<file path="src/rtl/store_rmw_unit_pkg.sv">
// Shared definitions for the store read-modify-write unit: request type
// codes, FSM state encoding, word-align mask and the request legality rule.
package store_rmw_unit_pkg;

    typedef enum logic [1:0] {
        ST_SW  = 2'b00,
        ST_SH  = 2'b01,
        ST_SB  = 2'b10,
        ST_ILL = 2'b11
    } store_type_e;

    typedef enum logic [1:0] {
        S_IDLE = 2'd0,
        S_RD   = 2'd1,
        S_WAIT = 2'd2,
        S_WR   = 2'd3
    } state_e;

    localparam logic [31:0] WORD_ALIGN_MASK = 32'hFFFF_FFFC;

    // A request is rejected when its type is illegal or its address is not
    // naturally aligned for its access size.
    function automatic logic is_bad_req(input logic [1:0] req_type, input logic [1:0] lane);
        return (req_type == ST_ILL)
            || ((req_type == ST_SH) && lane[0])
            || ((req_type == ST_SW) && (lane != 2'b00));
    endfunction

endpackage

</file>
<file path="src/rtl/store_rmw_unit_lane_merge.sv">
// Splices narrowed store data into an existing memory word.
// sb replaces one byte lane, sh one half-word lane, sw the whole word.
module store_lane_merge
    import store_rmw_unit_pkg::*;
(
    input  logic [31:0] old_word_i,
    input  logic [31:0] data_i,
    input  logic [1:0]  type_i,
    input  logic [1:0]  lane_i,
    output logic [31:0] merged_o
);

    // Lane selection from the low address bits; unused data bits are dropped.
    always_comb begin
        merged_o = old_word_i;
        unique case (type_i)
            ST_SW: merged_o = data_i;
            ST_SH: begin
                if (lane_i[1]) merged_o[31:16] = data_i[15:0];
                else           merged_o[15:0]  = data_i[15:0];
            end
            ST_SB: begin
                unique case (lane_i)
                    2'd0:    merged_o[7:0]   = data_i[7:0];
                    2'd1:    merged_o[15:8]  = data_i[7:0];
                    2'd2:    merged_o[23:16] = data_i[7:0];
                    default: merged_o[31:24] = data_i[7:0];
                endcase
            end
            default: merged_o = old_word_i;
        endcase
    end

endmodule

</file>
<file path="src/rtl/store_rmw_unit.sv">
// Store-side read-modify-write unit in front of a word-only data memory.
// sw writes directly; sb/sh read the word, merge the lane and write it back.
// Misaligned or illegal requests raise misalign_err and never touch memory.
//
// state  | meaning
// IDLE   | ready for a request; rejected requests stay here
// RD     | one-cycle read strobe to the memory
// WAIT   | counting read latency; captures merged word when data is valid
// WR     | one-cycle write strobe with done pulse
module store_rmw_unit
    import store_rmw_unit_pkg::*;
#(
    parameter int RD_LATENCY = 1
) (
    input  logic        clk,
    input  logic        reset,
    input  logic        req_valid,
    output logic        req_ready,
    input  logic [1:0]  req_type,
    input  logic [31:0] req_addr,
    input  logic [31:0] req_wdata,
    output logic [31:0] mem_addr,
    output logic        mem_rd_en,
    input  logic [31:0] mem_rdata,
    output logic        mem_wr_en,
    output logic [31:0] mem_wdata,
    output logic        done,
    output logic        misalign_err
);

    localparam logic [2:0] LAT = 3'(RD_LATENCY);

    state_e      state_q, state_d;
    logic [2:0]  cnt_q, cnt_d;
    logic [31:0] addr_q, addr_d;
    logic [31:0] data_q, data_d;
    logic [1:0]  type_q, type_d;
    logic [31:0] word_q, word_d;
    logic        err_q, err_d;
    logic [31:0] merged_word;
    logic        accept;

    assign accept = req_valid & req_ready;

    store_lane_merge u_merge (
        .old_word_i (mem_rdata),
        .data_i     (data_q),
        .type_i     (type_q),
        .lane_i     (addr_q[1:0]),
        .merged_o   (merged_word)
    );

    // State and request registers; reset drops any operation in flight.
    always_ff @(posedge clk) begin
        if (reset) begin
            state_q <= S_IDLE;
            cnt_q   <= 3'd0;
            addr_q  <= 32'd0;
            data_q  <= 32'd0;
            type_q  <= 2'd0;
            word_q  <= 32'd0;
            err_q   <= 1'b0;
        end else begin
            state_q <= state_d;
            cnt_q   <= cnt_d;
            addr_q  <= addr_d;
            data_q  <= data_d;
            type_q  <= type_d;
            word_q  <= word_d;
            err_q   <= err_d;
        end
    end

    // Next-state: latch on accept, count read latency, capture merged word.
    always_comb begin
        state_d = state_q;
        cnt_d   = cnt_q;
        addr_d  = addr_q;
        data_d  = data_q;
        type_d  = type_q;
        word_d  = word_q;
        err_d   = 1'b0;
        unique case (state_q)
            S_IDLE: begin
                if (accept) begin
                    addr_d = req_addr;
                    data_d = req_wdata;
                    type_d = req_type;
                    word_d = req_wdata;
                    if (is_bad_req(req_type, req_addr[1:0])) begin
                        err_d = 1'b1;
                    end else if (req_type == ST_SW) begin
                        state_d = S_WR;
                    end else begin
                        state_d = S_RD;
                    end
                end
            end
            S_RD: begin
                state_d = S_WAIT;
                cnt_d   = 3'd1;
            end
            S_WAIT: begin
                if (cnt_q == LAT) begin
                    word_d  = merged_word;
                    state_d = S_WR;
                end else begin
                    cnt_d = cnt_q + 3'd1;
                end
            end
            S_WR: state_d = S_IDLE;
            default: state_d = S_IDLE;
        endcase
    end

    // Outputs decoded from state; everything is forced low while in reset.
    always_comb begin
        req_ready    = (state_q == S_IDLE) && !reset;
        mem_addr     = 32'd0;
        mem_rd_en    = 1'b0;
        mem_wr_en    = 1'b0;
        mem_wdata    = 32'd0;
        done         = 1'b0;
        misalign_err = 1'b0;
        if (!reset) begin
            misalign_err = err_q;
            if (state_q != S_IDLE) mem_addr = addr_q & WORD_ALIGN_MASK;
            mem_rd_en = (state_q == S_RD);
            if (state_q == S_WR) begin
                mem_wr_en = 1'b1;
                mem_wdata = word_q;
                done      = 1'b1;
            end
        end
    end

endmodule

</file>
<file path="config.mk">
export PLATFORM = sky130hd
export DESIGN_NAME = store_rmw_unit
export DESIGN_NICKNAME = d
export VERILOG_FILES = /design/src/rtl/store_rmw_unit_pkg.sv /design/src/rtl/store_rmw_unit_lane_merge.sv /design/src/rtl/store_rmw_unit.sv
export SDC_FILE = /design/constraint.sdc
export NUM_CORES = 1
export LEC_CHECK = 0
export ABC_AREA = 1
export BUFFER_PORTS_ARGS = -buffer_cell sky130_fd_sc_hd__buf_2
export CAP_MARGIN = 20
export CORE_MARGIN = 2
export CORE_UTILIZATION = 52
export DETAILED_ROUTE_END_ITERATION = 10
export GPL_TIMING_DRIVEN = 0
export PLACE_DENSITY = 0.83
export SLEW_MARGIN = 40
export SYNTH_ARGS = -nofsm -noshare
export SYNTH_HDL_FRONTEND = slang
export SYNTH_SLANG_ARGS = --single-unit
</file>
<file path="constraint.sdc">
create_clock -name clk -period 2 [get_ports clk]
set_input_delay 0.4 -clock clk [delete_from_list [all_inputs] [get_ports clk]]
set_output_delay 0.4 -clock clk [all_outputs]
set_load 0.05 [all_outputs]
</file>
==> results of run 1 <==
## cells in the mapped netlist, drive strengths merged (6+ instances only)
master    n  area share
nand2   305        0.21
dfxtp   104        0.38
nor2     96       0.070
o21ai    91       0.085
a21oi    68       0.063
nand3    59       0.055
buf      44       0.049
inv      37       0.027
clkbuf   18       0.012
o21bai    8       0.011
nand4     7      0.0080
ha        6       0.014
or2       6      0.0068
## path summary, 6_finish.rpt
check	startpoint	endpoint	slack, ps	depth (start not counted)
worst max-delay path	state_q[1]	mem_addr[22]	3	6
worst min-delay path	req_addr[28]	addr_q[28]	210	3
worst max register to register	state_q[0]	word_q[29]	170	9
worst min register to register	data_q[18]	data_q[18]	470	2
## cell families after synthesis
kind of cell    count (synthesis)  share of synthesized area
compound gates                174                     0.1680
fa+ha+maj                       6                    0.01364
buf+inv                        99                    0.08820
flops                         104                     0.3783
other cells                     1                  0.0006813
simple gates                  474                     0.3512
## layout make-up
class                           instances  area, sq um  share of cell area
Multi-Input combinational cell        656         3251              0.4355
Clock buffer                            9        123.9             0.01660
Inverter                               37        150.1             0.02012
Clock inverter                          6        97.59             0.01308
Tap cell                              136        170.2             0.02280
Antenna cell                            1        2.502           0.0003353
Timing Repair Buffer                  170         1147              0.1537
Sequential cell                       104         2090              0.2800
Buffer                                 61        431.7             0.05784
## power by group through the flow
stage / Combinational, mW / Clock, mW / Sequential, mW
2_1_floorplan: 2.09 / 0 / 2.81
3_3_place_gp: 2.76 / 0 / 2.88
3_5_place_dp: 2.81 / 0 / 2.89
4_1_cts: 3.11 / 1.49 / 2.86
5_1_grt: 3.75 / 1.57 / 2.92
6_report: 3.43 / 1.50 / 2.87
## state kept, by name, indices dropped and copies added, names as in the netlist
| register | cells |
|---|---|
| err_q | 1 |
| data_q | 32 |
| type_q | 2 |
| cnt_q | 3 |
| state_q | 2 |
| addr_q | 32 |
| word_q | 32 |
## metal layers
| layer | up-vias | GRT usage |
|---|---|---|
| li1 | 3127 | - |
| met1 | 2933 | 0.3611 |
| met2 | 303 | 0.5273 |
| met3 | 52 | 0.06079 |
| met4 | 0 | 0.1391 |
| met5 | - | 0 |
## worst register-to-register path: stages, from the launching register on
cell                      delay [ps]
sky130_fd_sc_hd__dfxtp_4         390
sky130_fd_sc_hd__inv_2            60
sky130_fd_sc_hd__ha_1            210
sky130_fd_sc_hd__buf_2           180
sky130_fd_sc_hd__nand2_1         160
sky130_fd_sc_hd__nand3_2         120
sky130_fd_sc_hd__inv_2           160
sky130_fd_sc_hd__buf_4           220
sky130_fd_sc_hd__o21ai_0          90
sky130_fd_sc_hd__a21oi_1         160
## metrics by stage
step	setup TNS (ps)	cell area, sq um
2_1_floorplan	-270.8	5584
3_3_place_gp	-3533	6590
3_5_place_dp	-4101	6590
4_1_cts	-81.95	7221
5_1_grt	-121.9	7461
6_report	0	7463
## layout by cell type (no fill, tap or decap), types with 2 or more instances in the layout
| master | n |
|---|---|
| sky130_fd_sc_hd__o21ai_1 | 8 |
| sky130_fd_sc_hd__nand3_1 | 57 |
| sky130_fd_sc_hd__inv_2 | 7 |
| sky130_fd_sc_hd__nand4_1 | 7 |
| sky130_fd_sc_hd__a21oi_2 | 2 |
| sky130_fd_sc_hd__inv_4 | 3 |
| sky130_fd_sc_hd__nor2_1 | 34 |
| sky130_fd_sc_hd__clkbuf_1 | 11 |
| sky130_fd_sc_hd__inv_6 | 2 |
| sky130_fd_sc_hd__o211ai_1 | 3 |
| sky130_fd_sc_hd__clkbuf_16 | 2 |
| sky130_fd_sc_hd__buf_6 | 34 |
| sky130_fd_sc_hd__nand2_2 | 5 |
| sky130_fd_sc_hd__o21ai_2 | 3 |
| sky130_fd_sc_hd__a21oi_1 | 66 |
| sky130_fd_sc_hd__nor2_2 | 33 |
| sky130_fd_sc_hd__dfxtp_4 | 2 |
| sky130_fd_sc_hd__buf_4 | 27 |
| sky130_fd_sc_hd__inv_1 | 26 |
| sky130_fd_sc_hd__nand2_1 | 300 |
| sky130_fd_sc_hd__buf_1 | 4 |
| sky130_fd_sc_hd__clkbuf_8 | 10 |
| sky130_fd_sc_hd__ha_1 | 4 |
| sky130_fd_sc_hd__or2_2 | 6 |
| sky130_fd_sc_hd__buf_2 | 141 |
| sky130_fd_sc_hd__o21ai_0 | 80 |
| sky130_fd_sc_hd__nor2_4 | 28 |
| sky130_fd_sc_hd__dfxtp_1 | 102 |
| sky130_fd_sc_hd__o21bai_1 | 8 |
| sky130_fd_sc_hd__buf_12 | 2 |
| sky130_fd_sc_hd__bufinv_16 | 2 |
| sky130_fd_sc_hd__conb_1 | 2 |
| sky130_fd_sc_hd__nand3_2 | 2 |
| sky130_fd_sc_hd__ha_4 | 2 |
| sky130_fd_sc_hd__buf_8 | 8 |
## what timing repair did
item | in CTS | in global routing
endpoints found under the setup margin | 64 | 45
buffers inserted | 0 | 0
cloned | 2 | 1
resized for setup | 132 | 58
pin swaps | 1 | 6
==> metrics.sh, run 1 <==
RUN_STATUS='completed'
GRT_OVERFLOW_TOTAL=0
PRECTSSETUPSLACK_PS=-260.7
ROUTE.DETAILED.DRC=0
FRACTION_OF_LAYOUT_CELLS_WITH_A_SIZE_SUFFIX_ABOVE_1=0.3126
SYNTH.LIB_CELLS_USED.DISTINCT=33
CTS_MADE_BUFFERS=9
CTS-ROOT-BUF='sky130_fd_sc_hd__clkbuf_8'
MAX-CLOCK-PATH-BUFFERS=2
FLOORPLAN.CORE_AREA_SQ_MM=0.01032
ROUTABILITYCONGESTION=0.9362
SYNTHESIS.AREA_PER_INSTANCE_SQ_UM=6.415
GRT_FIRST_PASS_WIRELENGTH_MM=27.59
MAXIMUM_NUMBER_OF_PINS_ON_ONE_NET_BEFORE_GLOBAL_ROUTE_REPAIR=19
CTS_MAX_LEVEL=3
TIMING_WORST_SETUP_PATH_TYPE='flip-flop to output pin'
SYNTHFLOPTYPE='sky130_fd_sc_hd__dfxtp_1'
POSTSYNTHREGISTERBITS=104
GRT_SETUP_UNREPAIRED='true'
CRITICAL_PATH_BUF_INV_COUNT=4
INITIALDRTVIOLATIONCOUNT=459
DIE_SPAN_Y_UM=106.9
GRT_ANTENNA_BEFORE_REPAIR=1
CRITPATHSLOWESTCELL='sky130_fd_sc_hd__dfxtp_4'
HOLDBUFCOUNTCTS=0
ROW_COUNT=37
SLEW_VIOLATIONS=0
FINALSETUPVIOLCOUNT=0
TIMING.CRITICAL_PATH.FROM_TYPE='flip-flop'
HOLDCRITPATHCLASS='primary input to flip-flop'
DIE_AREA_SQ_MM=0.01142
CPLARGESTDELAYFAMILY='buffers and inverters'
GR_UTIL_ALL_LAYERS=0.3039
M1WIRELENGTH_MM=7.115
MIN_PERIOD_OVER_PERIOD=0.9985
CLKTRANSATPATHREGS_PS=110
DELAY_CONTRIBUTED_BY_THE_SLOWEST_STAGE_OF_THE_CRITICAL_PATH_PS=390
FINAL.MIN_CLOCK_PERIOD_PS=1997
SETUP.WORST_PATH.END_CLASS='output pin'
ROUTED_WIRELENGTH_MM=18.14
CRITICAL_PATH.MOST_COMMON_CELL='sky130_fd_sc_hd__buf_12'
FIRSTDRTPASSITERS=5
SYNTH_SEQ_AREA_SHARE=0.3783
CLOCK_INSERTION_DELAY_WORST_SKEW_PS=380
PLACE.DETAILED.HPWL_MM=12.60
FILLERINSTANCES=823
FIRST_GLOBAL_VIAS=5867
CTS_SINKS=104
FINAL_CORE_UTILIZATION=0.7229
MAX_FREQ_MHz=500.8
FINAL_ANTENNA_NET_COUNT=0
POWERDENSITY_mW_PER_MM2=1045
POWER.COMBINATIONAL.FRACTION=0.440
LAYOUTNONFILLERINSTCOUNT=1180
DRT-VIAS-PER-INSTANCE=5.436
WORST-PATH-MAX-FANOUT=10
DIE_X_UM=106.9
FLOORPLAN.INITIALDENSITY=0.5331
TOP_LAYER_USED='met4'
POSTLAYOUTSETUPSLACKWORST_PS=3.029
DETAILROUTE.WIRELENGTH.MET3_MM=1.529
CLOCK_POWER_SHARE=0.192
AREA_GROWTH_SYN_TO_LAYOUT_PCT=35.60
MET2WIRELENGTH_MM=8.798
SW_FRAC_OF_TOTAL=0.4164
POSTSYNTH.ASYNCRESETSHARE=0
VIA_COUNT=6415
DETAIL_ROUTE.WL_PER_CELL_UM=15.37
FIN_TOTAL_PWR_mW=7.802
SYNTH_CELLS=858
FINISH.NET_COUNT=1146
POWER.SHARE.SEQUENTIAL=0.368
POST-PLACE-CELLS=1162
WORST_CLOCK_SKEW_PS=15.03
CRITICAL_PATH_CELL_LIST='inv_2 > ha_4 > buf_12 > buf_12 > nor2_4 > buf_6'
CRITICAL_PATH_ARRIVAL_PS=1600
WORST-ENDPOINT-REQUIRED_PS=1600
P_SW_mW=3.249
CTS_TREE='yes'
LEAKAGEPOWER_nW=3.308
MAX_SLEW_MARGIN=0.5637
HOLD_VIOL_FINAL=0
SYNTH-EDFF-COUNT=0
SYNTHESIS.YOSYS.WARNINGS=0
INTERNAL_POWER_mW=4.554
VDD_IR_DROP_MAX_V=0.0007120
SYNTH_AREA_SQ_MM=0.005504
TIGHTEST_SLEW_PS=654.4
NUM_IO_PINS=170
MAX_CAP_VIOL_COUNT=0
I_O_BUFFERS=167
TIMING.HOLD.WS_PS=211.8
Note: power is estimated with default switching activity, not from simulation.
==> inputs of run 2 (changes only) <==
Settings changed: PLACE_DENSITY 0.83 to 0.87, REMOVE_ABC_BUFFERS set to 1.
==> run 2 against run 1 <==
- first-iteration DRC count increased by 5.4%
- count of clock-buffer cells in the layout unchanged
- register-to-register slack got worse by 50 ps
- clock power decreased by 5%
- design area decreased by 7.0%
- die area unchanged
- global-route usage increased by 0.24 points
- worst hold slack got worse by 2.6 ps
- largest power group unchanged
==> metrics.sh, run 2 (synthesis gave the netlist of run 1 again) <==
POSTLAYOUTSETUPSLACKWORST_PS=52.88
FIRST_GLOBAL_VIAS=5550
RUN_STATUS='completed'
HOLD_VIOL_FINAL=0
PLACED_CELL_AREA_SQ_MM=0.006254
FINAL.MIN_CLOCK_PERIOD_PS=1947
VDD_IR_DROP_MAX_V=0.0005610
CTS_TREE='yes'
TIMING.CRITICAL_PATH.FROM_TYPE='flip-flop'
CTS_SINKS=104
INITIALDRTVIOLATIONCOUNT=484
FRACTION_OF_LAYOUT_CELLS_WITH_A_SIZE_SUFFIX_ABOVE_1=0.2520
LAYOUT_COMMONEST_CELL='sky130_fd_sc_hd__nand2_1'
CRITICAL_PATH_ARRIVAL_PS=1550
POWERDENSITY_mW_PER_MM2=1083
MAX_CAP_VIOL_COUNT=0
CTS_MAX_LEVEL=3
TIMING_WORST_SETUP_PATH_TYPE='flip-flop to output pin'
SLEW_VIOLATIONS=0
FILLERINSTANCES=910
FIRSTDRTPASSITERS=8
VIA_COUNT=6284
I_O_BUFFERS=167
ROUTABILITYCONGESTION=0.8459
NUM_IO_PINS=170
GRT_ANTENNA_BEFORE_REPAIR=1
CLOCK_INSERTION_DELAY_WORST_SKEW_PS=380
PRECTSSETUPSLACK_PS=-1692
GRT_OVERFLOW_TOTAL=0
CLKTRANSATPATHREGS_PS=120
CTS-ROOT-BUF='sky130_fd_sc_hd__clkbuf_8'
PLACE.DETAILED.HPWL_MM=10.18
DIE_X_UM=106.9
SETUP.WORST_PATH.END_CLASS='output pin'
FLOORPLAN.CORE_AREA_SQ_MM=0.01032
CTS_MADE_BUFFERS=9
WORST-PATH-MAX-FANOUT=17
FLOORPLAN.INITIALDENSITY=0.5331
FINAL_ANTENNA_NET_COUNT=0
GR_UTIL_ALL_LAYERS=0.3063
DRT-VIAS-PER-INSTANCE=5.507
FINALSETUPVIOLCOUNT=0
MAX_SLEW_MARGIN=0.6199
FINAL_AREA_SQ_MM=0.006942
GRT_FIRST_PASS_WIRELENGTH_MM=27.57
HOLD_PATH.STARTPOINT='req_addr[29]'
LAYOUT_COMMON_CELLS='sky130_fd_sc_hd__nand2_1 (299), sky130_fd_sc_hd__buf_2 (133), sky130_fd_sc_hd__dfxtp_1 (100)'
LARGESTREGISTERS='addr_q: 32 flops, data_q: 32 flops, word_q: 32 flops'
MIN_PERIOD_OVER_PERIOD=0.9736
AREA_GROWTH_SYN_TO_LAYOUT_PCT=26.12
MAXIMUM_NUMBER_OF_PINS_ON_ONE_NET_BEFORE_GLOBAL_ROUTE_REPAIR=81
ROUTED_WIRELENGTH_MM=17.93
ROW_COUNT=37
CRITPATHLAUNCH='state_q[1]'
WORST-ENDPOINT-REQUIRED_PS=1600
HOLDCRITPATHCLASS='primary input to flip-flop'
DETAIL_ROUTE.WL_PER_CELL_UM=15.71
ROUTE.DETAILED.DRC=0
TIGHTEST_SLEW_PS=570.2
DIE_AREA_SQ_MM=0.01142
LEAKAGEPOWER_nW=3.170
WORST_CLOCK_SKEW_PS=14.60
CRIT-REG2REG-LAUNCH='state_q[1]'
MAX_FREQ_MHz=513.6
DIE_SPAN_Y_UM=106.9
MAX-CLOCK-PATH-BUFFERS=2
FINISH.NET_COUNT=1106
run 2: cell types whose count changed in the layout (fill, tap and decap cells not counted), sizes merged:
cell | previous run | this run
buf | 216 | 180
clkbuf | 24 | 13
nand3 | 59 | 62
clkinv | 1 | 3
clkinvlp | 1 | 3
bufbuf | 0 | 1
bufinv | 2 | 1
inv | 39 | 40
run 2: routing by layer:
layer,up-vias,routed length (um),track usage
met5,-,0,0
met4,0,804,0.1837
met3,63,2002,0.06930
met2,396,8039,0.4936
met1,2779,7079,0.3726
li1,3046,-,-
run 2: path summary, 6_finish.rpt:
path / endpoint / slack (ps) / cells past startpoint
worst min register to register: data_q[24] / 470 / 2
worst min-delay path: addr_q[29] / 210 / 3
worst max register to register: word_q[22] / 120 / 8
worst max-delay path: mem_addr[15] / 50 / 5
run 2: critical path, cell delays in order (launching register included):
cell                      delay, ps
sky130_fd_sc_hd__dfxtp_4        380
sky130_fd_sc_hd__inv_2           60
sky130_fd_sc_hd__ha_4           220
sky130_fd_sc_hd__buf_12         170
sky130_fd_sc_hd__nor2_1         120
sky130_fd_sc_hd__buf_4          210
run 2: layout make-up:
type                    instances  area, sq um  share of cell area
clock inverters                 7        88.84             0.01280
multi-input cells             659         3050              0.4394
flip-flops and latches        104         2092              0.3014
clock buffers                   9        123.9             0.01784
inverters                      37        182.7             0.02632
well taps                     136        170.2             0.02451
repair inverters                3        20.02            0.002884
repair buffers                185         1211              0.1745
diodes                          1        2.502           0.0003605
run 2: what timing repair did:
| item | in CTS | in global routing |
|---|---|---|
| gates cloned | 7 | 0 |
| buffers inserted | 12 | 3 |
| gates resized for setup | 55 | 22 |
| pin swaps | 4 | 2 |
| hold buffers | 0 | 0 |
| endpoints found under the setup margin | 169 | 87 |
run 2: where the power goes:
group / leakage [nW] / total [mW] / switching, mW / internal (mW)
sequential: 0.860 / 2.92 / 0.330 / 2.59
clock: 0.105 / 1.42 / 0.813 / 0.610
combinational: 2.20 / 3.17 / 2.10 / 1.08
total: 3.17 / 7.52 / 3.24 / 4.28
run 2: per-stage QoR:
step                setup TNS [ps]  power, mW  hold WS (ps)    util  cells
floorplan                  -113530      4.603         445.5       -    797
global placement           -329050      5.259         452.1  0.5981   1100
detailed placement         -127770      5.367         456.6  0.6057   1102
CTS                              0      7.374         203.3  0.6632   1137
global route                -7.484      7.925         207.6  0.6724   1141
finish                           0      7.519         209.2  0.6724   1141
